### src/rtl/hex_scroll_sequencer.sv
// Scrolls a host-written glyph buffer across HEX5..HEX0 (blank-padded stream, left/right, one-shot or looping).
// Latency: step/done register with the position change; hex outputs follow one cycle later. Optional PASS_COUNT_EN.
// Backpressure: none; pause freezes position and tick, stop aborts to IDLE, buffer writes land in IDLE only.
module hex_scroll_sequencer #(
    parameter int         TICKS_SLOW = 20000000,
    parameter int         TICKS_FAST = 9000000,
    parameter int         MSG_DEPTH  = 16,
    parameter logic [6:0] BLANK      = 7'b1111111
) (
    input  logic                         CLOCK_50,
    input  logic                         RESET_N,
    input  logic                         wr_en,
    input  logic [$clog2(MSG_DEPTH)-1:0] wr_addr,
    input  logic [6:0]                   wr_data,
    input  logic [$clog2(MSG_DEPTH):0]   msg_len,
    input  logic                         start,
    input  logic                         stop,
    input  logic                         pause,
    input  logic                         dir,
    input  logic                         fastmode,
    input  logic                         loop,
    output logic [6:0]                   hex0,
    output logic [6:0]                   hex1,
    output logic [6:0]                   hex2,
    output logic [6:0]                   hex3,
    output logic [6:0]                   hex4,
    output logic [6:0]                   hex5,
    output logic                         busy,
    output logic                         step,
    output logic                         done
`ifdef PASS_COUNT_EN
    ,
    output logic [7:0]                   pass_cnt
`endif
);

    localparam int AW   = $clog2(MSG_DEPTH);
    localparam int PW   = $clog2(MSG_DEPTH + 7);
    localparam int TMAX = (TICKS_SLOW > TICKS_FAST) ? TICKS_SLOW : TICKS_FAST;
    localparam int TW   = $clog2(TMAX + 1);
    localparam logic [TW-1:0] SLOW_LAST = TW'(TICKS_SLOW - 1);
    localparam logic [TW-1:0] FAST_LAST = TW'(TICKS_FAST - 1);

    typedef enum logic {IDLE, RUN} state_t;
    state_t state, state_nxt;

    logic [6:0]    msg_buf [MSG_DEPTH];
    logic [AW:0]   len, len_nxt, len_clamp;
    logic [PW-1:0] pos, pos_nxt, pos_last, pos_inc, pos_dec;
    logic [TW-1:0] tick, tick_nxt, period_last;
    logic          start_ok, step_now, pass_end, step_r, done_r;
    logic [PW:0]   idx_sum [6];
    logic [PW-1:0] idx     [6];
    logic [6:0]    glyph   [6];
    logic [6:0]    hex_r   [6];

    assign len_clamp   = (msg_len > (AW+1)'(MSG_DEPTH)) ? (AW+1)'(MSG_DEPTH) : msg_len;
    assign pos_last    = PW'(len) + PW'(5);
    assign pos_inc     = (pos == pos_last) ? '0 : pos + PW'(1);
    assign pos_dec     = (pos == '0) ? pos_last : pos - PW'(1);
    assign period_last = fastmode ? FAST_LAST : SLOW_LAST;

    // Window slot k (hex5-k) shows stream index (pos+k) mod N; indices past len are padding.
    always_comb begin
        for (int k = 0; k < 6; k++) begin
            glyph[k]   = BLANK;
            idx_sum[k] = {1'b0, pos} + (PW+1)'(k);
            idx[k]     = (idx_sum[k] > {1'b0, pos_last}) ?
                         PW'(idx_sum[k] - {1'b0, pos_last} - (PW+1)'(1)) : idx_sum[k][PW-1:0];
            if (idx[k] < PW'(len))
                glyph[k] = msg_buf[idx[k][AW-1:0]];
        end
    end

    always_comb begin
        state_nxt = state;
        len_nxt   = len;
        pos_nxt   = pos;
        tick_nxt  = tick;
        start_ok  = 1'b0;
        step_now  = 1'b0;
        pass_end  = 1'b0;
        case (state)
            IDLE: begin
                if (start && !stop && msg_len != '0) begin
                    start_ok  = 1'b1;
                    len_nxt   = len_clamp;
                    pos_nxt   = PW'(len_clamp);
                    tick_nxt  = '0;
                    state_nxt = RUN;
                end
            end
            RUN: begin
                if (stop || done_r) begin
                    state_nxt = IDLE;
                    tick_nxt  = '0;
                end else if (!pause) begin
                    // >= so a switch to the shorter period steps on the very next cycle
                    if (tick >= period_last) begin
                        tick_nxt = '0;
                        step_now = 1'b1;
                        pos_nxt  = dir ? pos_inc : pos_dec;
                        pass_end = (pos_nxt == PW'(len));
                    end else begin
                        tick_nxt = tick + TW'(1);
                    end
                end
            end
            default: state_nxt = IDLE;
        endcase
    end

    always_ff @(posedge CLOCK_50 or negedge RESET_N) begin
        if (!RESET_N)
            state <= IDLE;
        else
            state <= state_nxt;
    end

    always_ff @(posedge CLOCK_50 or negedge RESET_N) begin
        if (!RESET_N) begin
            len    <= '0;
            pos    <= '0;
            tick   <= '0;
            step_r <= 1'b0;
            done_r <= 1'b0;
            for (int k = 0; k < 6; k++) hex_r[k] <= BLANK;
        end else begin
            len    <= len_nxt;
            pos    <= pos_nxt;
            tick   <= tick_nxt;
            step_r <= step_now;
            done_r <= pass_end && !loop;
            for (int k = 0; k < 6; k++)
                hex_r[k] <= (state == RUN && !stop) ? glyph[k] : BLANK;
        end
    end

    always_ff @(posedge CLOCK_50) begin
        if (wr_en && state == IDLE && !start_ok)
            msg_buf[wr_addr] <= wr_data;
    end

`ifdef PASS_COUNT_EN
    always_ff @(posedge CLOCK_50 or negedge RESET_N) begin
        if (!RESET_N)
            pass_cnt <= '0;
        else if (start_ok)
            pass_cnt <= '0;
        else if (pass_end && pass_cnt != 8'hff)
            pass_cnt <= pass_cnt + 8'd1;
    end
`endif

    assign hex5 = hex_r[0];
    assign hex4 = hex_r[1];
    assign hex3 = hex_r[2];
    assign hex2 = hex_r[3];
    assign hex1 = hex_r[4];
    assign hex0 = hex_r[5];
    assign busy = (state == RUN);
    assign step = step_r;
    assign done = done_r;

endmodule
### config.mk
export PLATFORM = sky130hd
export DESIGN_NAME = hex_scroll_sequencer
export DESIGN_NICKNAME = d
export VERILOG_FILES = /design/src/rtl/hex_scroll_sequencer.sv
export SDC_FILE = /design/constraint.sdc
export NUM_CORES = 1
export LEC_CHECK = 0
export CORE_MARGIN = 1.5
export CORE_UTILIZATION = 38
export DETAILED_ROUTE_END_ITERATION = 8
export PLACE_DENSITY = 0.5
export SKIP_CTS_REPAIR_TIMING = 1
export SYNTH_ARGS = -nofsm -noshare
export SYNTH_HDL_FRONTEND = slang
export SYNTH_SLANG_ARGS = --single-unit
export TNS_END_PERCENT = 100
### constraint.sdc
create_clock -name CLOCK_50 -period 6.1 [get_ports CLOCK_50]
set_clock_uncertainty 0.1 [all_clocks]
set_input_delay 1.525 -clock CLOCK_50 [delete_from_list [all_inputs] [get_ports CLOCK_50]]
set_output_delay 1.525 -clock CLOCK_50 [all_outputs]
set_load 0.02 [all_outputs]
# Yosys cells after proc, flatten, opt, wreduce, memory -nomap -nowiden
# Memory sizes are Yosys's and may differ from the RTL's.
# Cells that the tools add are included.
# W data, S select, Z words.
[word_totals]
register_bits = 80
ramBits = 112
inputBits = 25
out_inout_bits = 45
mem_count = 1
[mem_list]
columns = ["name", "depth", "width", "rd", "rd_ports_with_merged_regs", "write_ports", "line_no", "rtl"]
rows = [
  ["msg_buf", 16, 7, 6, 0, 1, "47", "logic [6:0] msg_buf [MSG_DEPTH];"],
]
[op_classes]
n_addsub = 21
order_cmp = 14
n_eq_ne = 7
mux = 47
bitwise_logic = 1
reduce_logical = 15
[op_table]
columns = ["operator", "n"]
rows = [
  ["$mux W25", 5],
  ["$mux W7", 12],
  ["$mux W5", 14],
  ["$pmux W25 S2", 1],
  ["$sub A5 B1 Y5 const B", 7],
  ["$gt A6 B5 Y1", 5],
  ["$lt A5 B5 Y1", 6],
  ["$sub A5 B5 Y5", 6],
  ["$add A25 B1 Y25 const B", 1],
  ["$ge A25 B25 Y1", 1],
  ["$mux W1", 13],
  ["$add A5 B2 Y6 const B", 2],
  ["$add A5 B3 Y6 const B", 2],
  ["$eq A5 B5 Y1", 2],
  ["$pmux W5 S2", 1],
  ["$add A5 B1 Y6 const B", 1],
  ["$logic_and A1 B1 Y1", 6],
  ["$ne A2 B2 Y1 const B", 3],
  ["$add A5 B1 Y5 const B", 1],
  ["$add A5 B3 Y5 const B", 1],
  ["$gt A5 B5 Y1", 1],
  ["$gt A5 B5 Y1 const B", 1],
  ["$logic_not A5 Y1", 1],
  ["$reduce_bool A5 Y1", 1],
  ["8 further kinds", 11],
]

# Depth between registers and ports, before layout
# Gate-level depths: netlist of run 1.
[logic_depth]
ltp_word = 10
depth_mapped = 20
mapped_depth_nobuf = 18

# Worst setup path before layout of run 1
# OpenSTA, ideal clock, no wires.
[synth_path]
path_type = "register to register"
from = "register pos[1]"
to = "register hex_r (netlist bit hex4[0])"
arrival_time_ns = 4.654
required_ns = 5.921
path_slack_ns = 1.267
stages_incl_launch_ff = 21
cell_sequence = "dfrtp_1 > clkbuf_1 > inv_1 > ha_1 > ha_1 > nor2b_1 > nand4_1 > o21ai_0 > a21oi_1 > a21o_1 > mux2i_2 > buf_2 > ha_1 > a21o_1 > a211o_1 > or3_1 > o22a_1 > or3b_1 > clkbuf_1 > o22ai_1 > nor2_1"
[synth_between]
elab_chain_cells = 7
word_cells_on_any_way = 9
[synth_rtl]
columns = ["item", "line_no", "rtl"]
rows = [
  ["start: declaration", "49", "logic [PW-1:0] pos, pos_nxt, pos_last, pos_inc, pos_dec;"],
  ["start signal: assignment", "130", "pos <= pos_nxt;"],
  ["$add A5 B1 Y6 *", "67", "idx_sum[k] = {1'b0, pos} + (PW+1)'(k);"],
  ["$sub A5 B5 Y5", "69", "PW'(idx_sum[k] - {1'b0, pos_last} - (PW+1)'(1)) : idx_sum[k][PW-1:0];"],
  ["$sub A5 B1 Y5", "69", ""],
  ["$mux W5 *", "68", "idx[k] = (idx_sum[k] > {1'b0, pos_last}) ?"],
  ["$mem_v2 Z16 W7 or $lt A5 B5 Y1 (tied branches)", "--", ""],
  ["$mux W7 *", "70", "if (idx[k] < PW'(len))"],
  ["$mux W7 *", "135", "hex_r[k] <= (state == RUN && !stop) ? glyph[k] : BLANK;"],
  ["end signal: indexed assignment", "135", ""],
  ["end: declaration", "55", "logic [6:0] hex_r [6];"],
]
# Mark *: on every way between the ends. The rest lies on a longest branch, timed or not.
# A chain may end at the register's enable or synchronous reset.

# Final worst setup path of run 1
[layout_path]
from = "register len[1]"
to = "register hex_r (netlist bit hex1[4])"
[layout_between]
elab_chain_cells = 7
word_cells_on_any_way = 9
[layout_rtl]
columns = ["item", "line_no", "rtl"]
rows = [
  ["start: declaration", "48", "logic [AW:0] len, len_nxt, len_clamp;"],
  ["start signal: assignment", "129", "len <= len_nxt;"],
  ["$add A5 B3 Y5", "58", "assign pos_last = PW'(len) + PW'(5);"],
  ["$sub A5 B5 Y5", "69", ""],
  ["$sub A5 B1 Y5", "69", ""],
  ["$mux W5", "68", ""],
  ["$mem_v2 Z16 W7 or $lt A5 B5 Y1 (tied branches)", "--", ""],
  ["$mux W7 *", "70", ""],
  ["$mux W7 *", "135", ""],
]
# Marks and branches as above.

==> qor.yml, run 1 <==
status:
  outcome: "completed"
synth:
  ys_seq_area_share_pct: 34.7
  synth_warnings: 0
  synth-async-reset-ratio_pct: 41.7
  synth.distinct_cells: 82
  synth_edf_count: 112
  syn_area_sq_um: 15600
  syn_inst: 1772
  ys_ff_latch: 192
  avgSynthCellArea_sq_um: 8.81
  synth_nets: 1872
  ys.flop_type: "edfxtp_1"
clocking:
  clk_pin_slew_ps: 80
  cts_max_path_buffers: 2
  htreeDepth: 4
  insertion_delay_ps: 470
  cts_sinks: 192
  root_buffer: "clkbuf_16"
  cts_tree: "built"
  numCtsBuffers: 17
layout:
  fin_util_pct: 43.8
  antenna_cells: 0
  area_growth_pct: 14.0
  final_nets: 1919
  finish.instance_area_sq_um: 17800
  mostFrequentLayoutCells: "299 x nand2_1, 145 x mux2i_1, 112 x edfxtp_1"
  drive_above_1_share_pct: 11.7
  fill_cells: 3963
  final_common_cell: "nand2_1"
grt:
  grt_start_max_net_pins: 57
  antenna_found_initial: 2
  grt_first_pass_wirelength_um: 97900
  grt_overflow: 0
  track_usage_pct: 32.0
  grt_pass1_vias: 14409
sta:
  finalSetupViolations: 0
  fmax_ghz: 0.183
  slew_viol_final: 0
  fin_tns_setup_ps: 0
  tightest_slew_ps: 1060
  relSlewSlack_pct: 28.9
  hold_viol: 0
  rsz0062_at_grt: "false"
  finalCritPeriodShare_pct: 89.8
  whs_ps: 422
  min_period_ps: 5480
floorplanning:
  fp.coreArea_sq_um: 40600
  start_util_pct: 38.4
  die_y_um: 206
  boundaryPins: 70
  rows: 74
  die_area_sq_um: 42300
  die_x_um: 206
setup_path:
  criticalPathCategory: "flip-flop to flip-flop"
  crit_arrival_ps: 5760
  critPathLaunchType: "flip-flop"
  cp_slowest_cell: "ha_1"
  max_stage_delay_ps: 520
  cp_cell_sequence: "ha_1 > inv_1 > ha_1 > nor2_1 > nor2_1 > or3_4 > a32oi_4 > nand2_1 > xnor2_1 > ha_1 > a21o_1 > a211o_1 > nor4b_1 > o21ai_1 > a21oi_1 > a21oi_1"
  path_max_fanout: 9
  path_delay_family: "compound AO/OA/AOI/OAI gates"
  crit_buf_inv: 1
  end_kind: "flip-flop"
  critPathRequiredTime_ps: 6380
  cpMostUsedCell: "ha_1"
route:
  wl_per_cell_um: 28.2
  drt_wl_total_um: 66600
  vias: 15234
  routed_via_density: 6.44
  ant_nets: 0
  dr.pass1.iters: 6
  drc: 0
  drt_iter0_markers: 1782
placed_design:
  gp_congestion: 0.938
  io_buffers: 69
  placed_area_sq_um: 17200
  dp_hpwl_um: 47100
run:
  maxCapViolCount: 0
hold_path:
  hp-class: "flip-flop to flip-flop"
## worst register-to-register path: cells and delay by family (launching register included)
| kind | cells | cell delay (ps) |
|---|---|---|
| AO/OA/AOI/OAI | 6 | 2010 |
| adder cells (fa/ha/maj) | 3 | 1260 |
| XOR/XNOR | 1 | 280 |
| flip-flops | 1 | 470 |
| AND/OR/NAND/NOR | 5 | 1070 |
| buffers and inverters | 1 | 180 |
## flip-flops by register name, indices dropped and copies added, names as in the netlist
signal,flops
hex2,7
msg_buf,112
hex3,7
hex0,7
len,5
tick,25
busy,1
step,1
pos,5
done,1
hex4,7
hex5,7
hex1,7
## cell type report
class                      instances  area (sq um)  share of cell area, %
inverter                          41           154                  0.865
tap                              532           666                   3.74
clock buffer                      21           472                   2.65
sequential                       192          5420                   30.5
multi-input combinational       1424          9690                   54.5
clock inverter                    11          92.6                  0.520
timing repair buffer             143          1290                   7.27
## routing by layer
layer	GRT usage, %	wire (um)	vias up
met4	14.5	2780	2
met2	48.3	29400	833
li1	-	-	6775
met5	0	7	-
met3	6.34	5990	162
met1	44.0	28500	7462
## cell usage after synthesis, types with 5 or more instances
library cell,number,share of area [%]
o31ai_1,14,0.67
a211oi_1,83,4.0
a31oi_1,9,0.36
inv_1,38,0.91
xor2_1,10,0.56
nand2b_1,8,0.32
ha_1,71,5.7
a21oi_1,109,3.5
o221ai_1,9,0.50
nor4_1,20,0.80
a21o_1,18,0.87
and3_1,16,0.64
dfstp_2,42,7.1
mux2i_1,151,9.7
and2_1,5,0.20
mux2_2,23,1.7
nor3_1,38,1.2
clkbuf_1,70,1.7
o22ai_1,32,1.3
o21a_1,33,1.6
a221oi_1,29,1.6
nand3_1,79,2.5
o21ai_0,63,2.0
a22oi_1,18,0.87
buf_1,14,0.34
o22a_1,14,0.79
a311oi_1,28,1.6
nor2b_1,13,0.52
buf_2,26,0.83
xnor2_1,28,1.6
nand2_1,300,7.2
dfrtp_1,38,6.1
nor2_1,88,2.1
edfxtp_1,112,22
a22o_1,7,0.39
nand4_1,26,1.0
o21ai_1,6,0.19
## kinds of logic (layout without fill, tap and decap cells)
family	count (synthesis)	count (layout)	synth area share (%)
flops	192	192	34.7
xor+xnor	40	40	2.42
mux	179	179	11.9
fa+ha+maj	76	76	6.27
compound gates	508	508	22.6
simple gates	621	621	17.9
buf+inv	156	216	4.14
## per-stage QoR
stage	std cells	setup WS, ps
finish	2364	623
global route	2364	325
CTS	2364	780
detailed placement	2332	788
global placement	2332	877
floorplan	1772	1270
## path summary, 6_finish.rpt
kind | from | depth (start not counted) | slack, ps | to
hold / removal | tick[2] | 1 | 420 | tick[2]
setup reg to reg | len[1] | 16 | 620 | hex1[4]
max in group asynchronous | RESET_N | 2 | 3880 | tick[16]
min in group asynchronous | RESET_N | 1 | 1040 | pos[1]
setup / recovery | len[1] | 16 | 620 | hex1[4]
hold reg to reg | tick[2] | 1 | 420 | tick[2]
Power of run 1 is left out: the tool's default activity adds up to more than one toggle a clock period on the data nets, which glitch-free logic cannot reach.
==> run 2: changes to the inputs <==
- HOLD_SLACK_MARGIN: default -> 0.06
- PLACE_DENSITY: 0.5 -> 0.52
- clock period: 6.1 -> 5 ns (I/O delays scaled with it)
==> run 2 against run 1 <==
Against the previous run: sequential cell count stayed put; critical path depth is 2 lower; wire length is 3.2% lower; design area is 0.65% higher; die area stayed put; sequential share of layout area is 0.20 points lower; register-to-register slack worse by 400 ps; core utilization is 0.29 points higher; setup slack worse by 400 ps; global-route usage is 1.3 points lower; non-clock buffer count is 7 higher; hold slack worse by 17 ps; critical path type unchanged; critical endpoint is now hex1[3]; largest cell class unchanged.
==> qor.yml, run 2 (synthesis gave the netlist of run 1 again) <==
layout:
  mostFrequentLayoutCells: "299 x nand2_1, 145 x mux2i_1, 112 x edfxtp_1"
  seq_area_sq_um: 5420  # unchanged
  multi_input_area_sq_um: 9750  # +0.53%
  final_nets: 1926  # +0.36%
  top_register: "msg_buf"
  fill_cells: 3925  # -0.96%
  reg.largest.list: "msg_buf x112, tick x25"
  area_growth_pct: 14.7
  largest_reg_flops: 112  # unchanged
  drive_above_1_share_pct: 12.7  # +0.99 points
  antenna_cells: 0  # unchanged
  final_common_cell: "nand2_1"
setup_path:
  criticalPathCategory: "flip-flop to flip-flop"
  r2r.worst_path.cells: 14  # -2
  critPathLaunchType: "flip-flop"
  critPathRequiredTime_ps: 5290  # -1090 ps
  crit_arrival_ps: 5060  # -700 ps
  end_kind: "flip-flop"
  path_max_fanout: 8  # -1
floorplanning:
  die_area_sq_um: 42300  # unchanged
  start_util_pct: 38.4  # unchanged
  rows: 74  # unchanged
  die_x_um: 206  # unchanged
  boundaryPins: 70  # unchanged
  die_y_um: 206  # unchanged
  fp.coreArea_sq_um: 40600  # unchanged
sta:
  tightest_slew_ps: 1130  # +76.2 ps
  whs_ps: 404  # -17.4 ps
  slew_viol_final: 0  # unchanged
  fmax_ghz: 0.210  # +15%
  finalCritPeriodShare_pct: 95.5  # +5.7 points
  finalSetupViolations: 0  # unchanged
  fin_tns_setup_ps: 0  # unchanged
  hold_viol: 0  # unchanged
  relSlewSlack_pct: 23.9  # -5.1 points
  min_period_ps: 4770  # -704 ps
grt:
  track_usage_pct: 30.7  # -1.3 points
  grt_first_pass_wirelength_um: 94800  # -3.2%
  antenna_found_initial: 0  # -2
  grt_start_max_net_pins: 57  # unchanged
  grt_pass1_vias: 14226  # -1.3%
  grt_overflow: 0  # unchanged
route:
  drc: 0  # unchanged
  drt_iter0_markers: 1941  # +8.9%
  routed_via_density: 6.43  # -0.27%
  wl_per_cell_um: 27.2  # -3.5%
  dr.pass1.iters: 6  # unchanged
  ant_nets: 0  # unchanged
  drt_wl_total_um: 64500  # -3.2%
  vias: 15238  # +0.026%
clocking:
  root_buffer: "clkbuf_16"
  cts_sinks: 192  # unchanged
  cts_max_path_buffers: 2  # unchanged
  htreeDepth: 4  # unchanged
  numCtsBuffers: 17  # unchanged
  insertion_delay_ps: 470  # about the same
  clk_pin_slew_ps: 80  # about the same
  cts_tree: "built"
hold_path:
  hp-class: "flip-flop to flip-flop"
  min_path_cells: 1  # unchanged
placed_design:
  gp_congestion: 1.06  # +13%
  dp_hpwl_um: 47100  # +0.11%
  io_buffers: 69  # unchanged
status:
  outcome: "completed"
run:
  maxCapViolCount: 0  # unchanged
-- run 2: cell count changes in the layout (fill, tap and decap cells not counted), sizes merged --
cell,change
clkinv,+1
clkbuf,-4
inv,+3
buf,+7
-- run 2: final cells by class --
cell class | count | share of cell area, %
clock buffer | 17 | 2.38
sequential | 192 | 30.3
clock inverter | 15 | 0.776
multi-input combinational | 1424 | 54.4
tap | 532 | 3.72
inverter | 41 | 0.859
timing repair buffer | 150 | 7.59
-- run 2: per-layer routing --
metal	GRT usage (%)	part of all wire (%)
met1	43.8	44
met2	44.7	42
met3	5.56	9.1
met4	14.1	4.7
met5	0	0
-- run 2: per-stage QoR --
step	util (%)	std cells	instance area, sq um	setup WS [ps]
2_1_floorplan	-	1772	15600	167
3_3_place_gp	42.5	2339	17300	106
3_5_place_dp	42.5	2339	17300	21.5
4_1_cts	43.9	2371	17900	-6.96
5_1_grt	44.1	2371	17900	-55.3
6_report	44.1	2371	17900	227
-- run 2: final timing paths --
path | startpoint | end | slack (ps)
hold / removal | tick[2] | tick[2] | 400
hold reg to reg | tick[2] | tick[2] | 400
min in group asynchronous | RESET_N | tick[15] | 780
max in group asynchronous | RESET_N | hex5[0] | 3220
setup reg to reg | pos[2] | hex1[3] | 230
setup / recovery | pos[2] | hex1[3] | 230
-- run 2: critical path, cell delays in order (launching register included) --
cell     delay (ps)
dfrtp_1         520
inv_1           230
ha_1            490
xnor3_1         380
or3_4           410
a32oi_4         400
nand2_1         120
xnor2_1         320
ha_1            320
a21o_1          190
a211o_1         320
nor4b_2         320
o21ai_2         280
a21oi_1         220
a21oi_1          70
Power of run 2 is left out for the same reason.
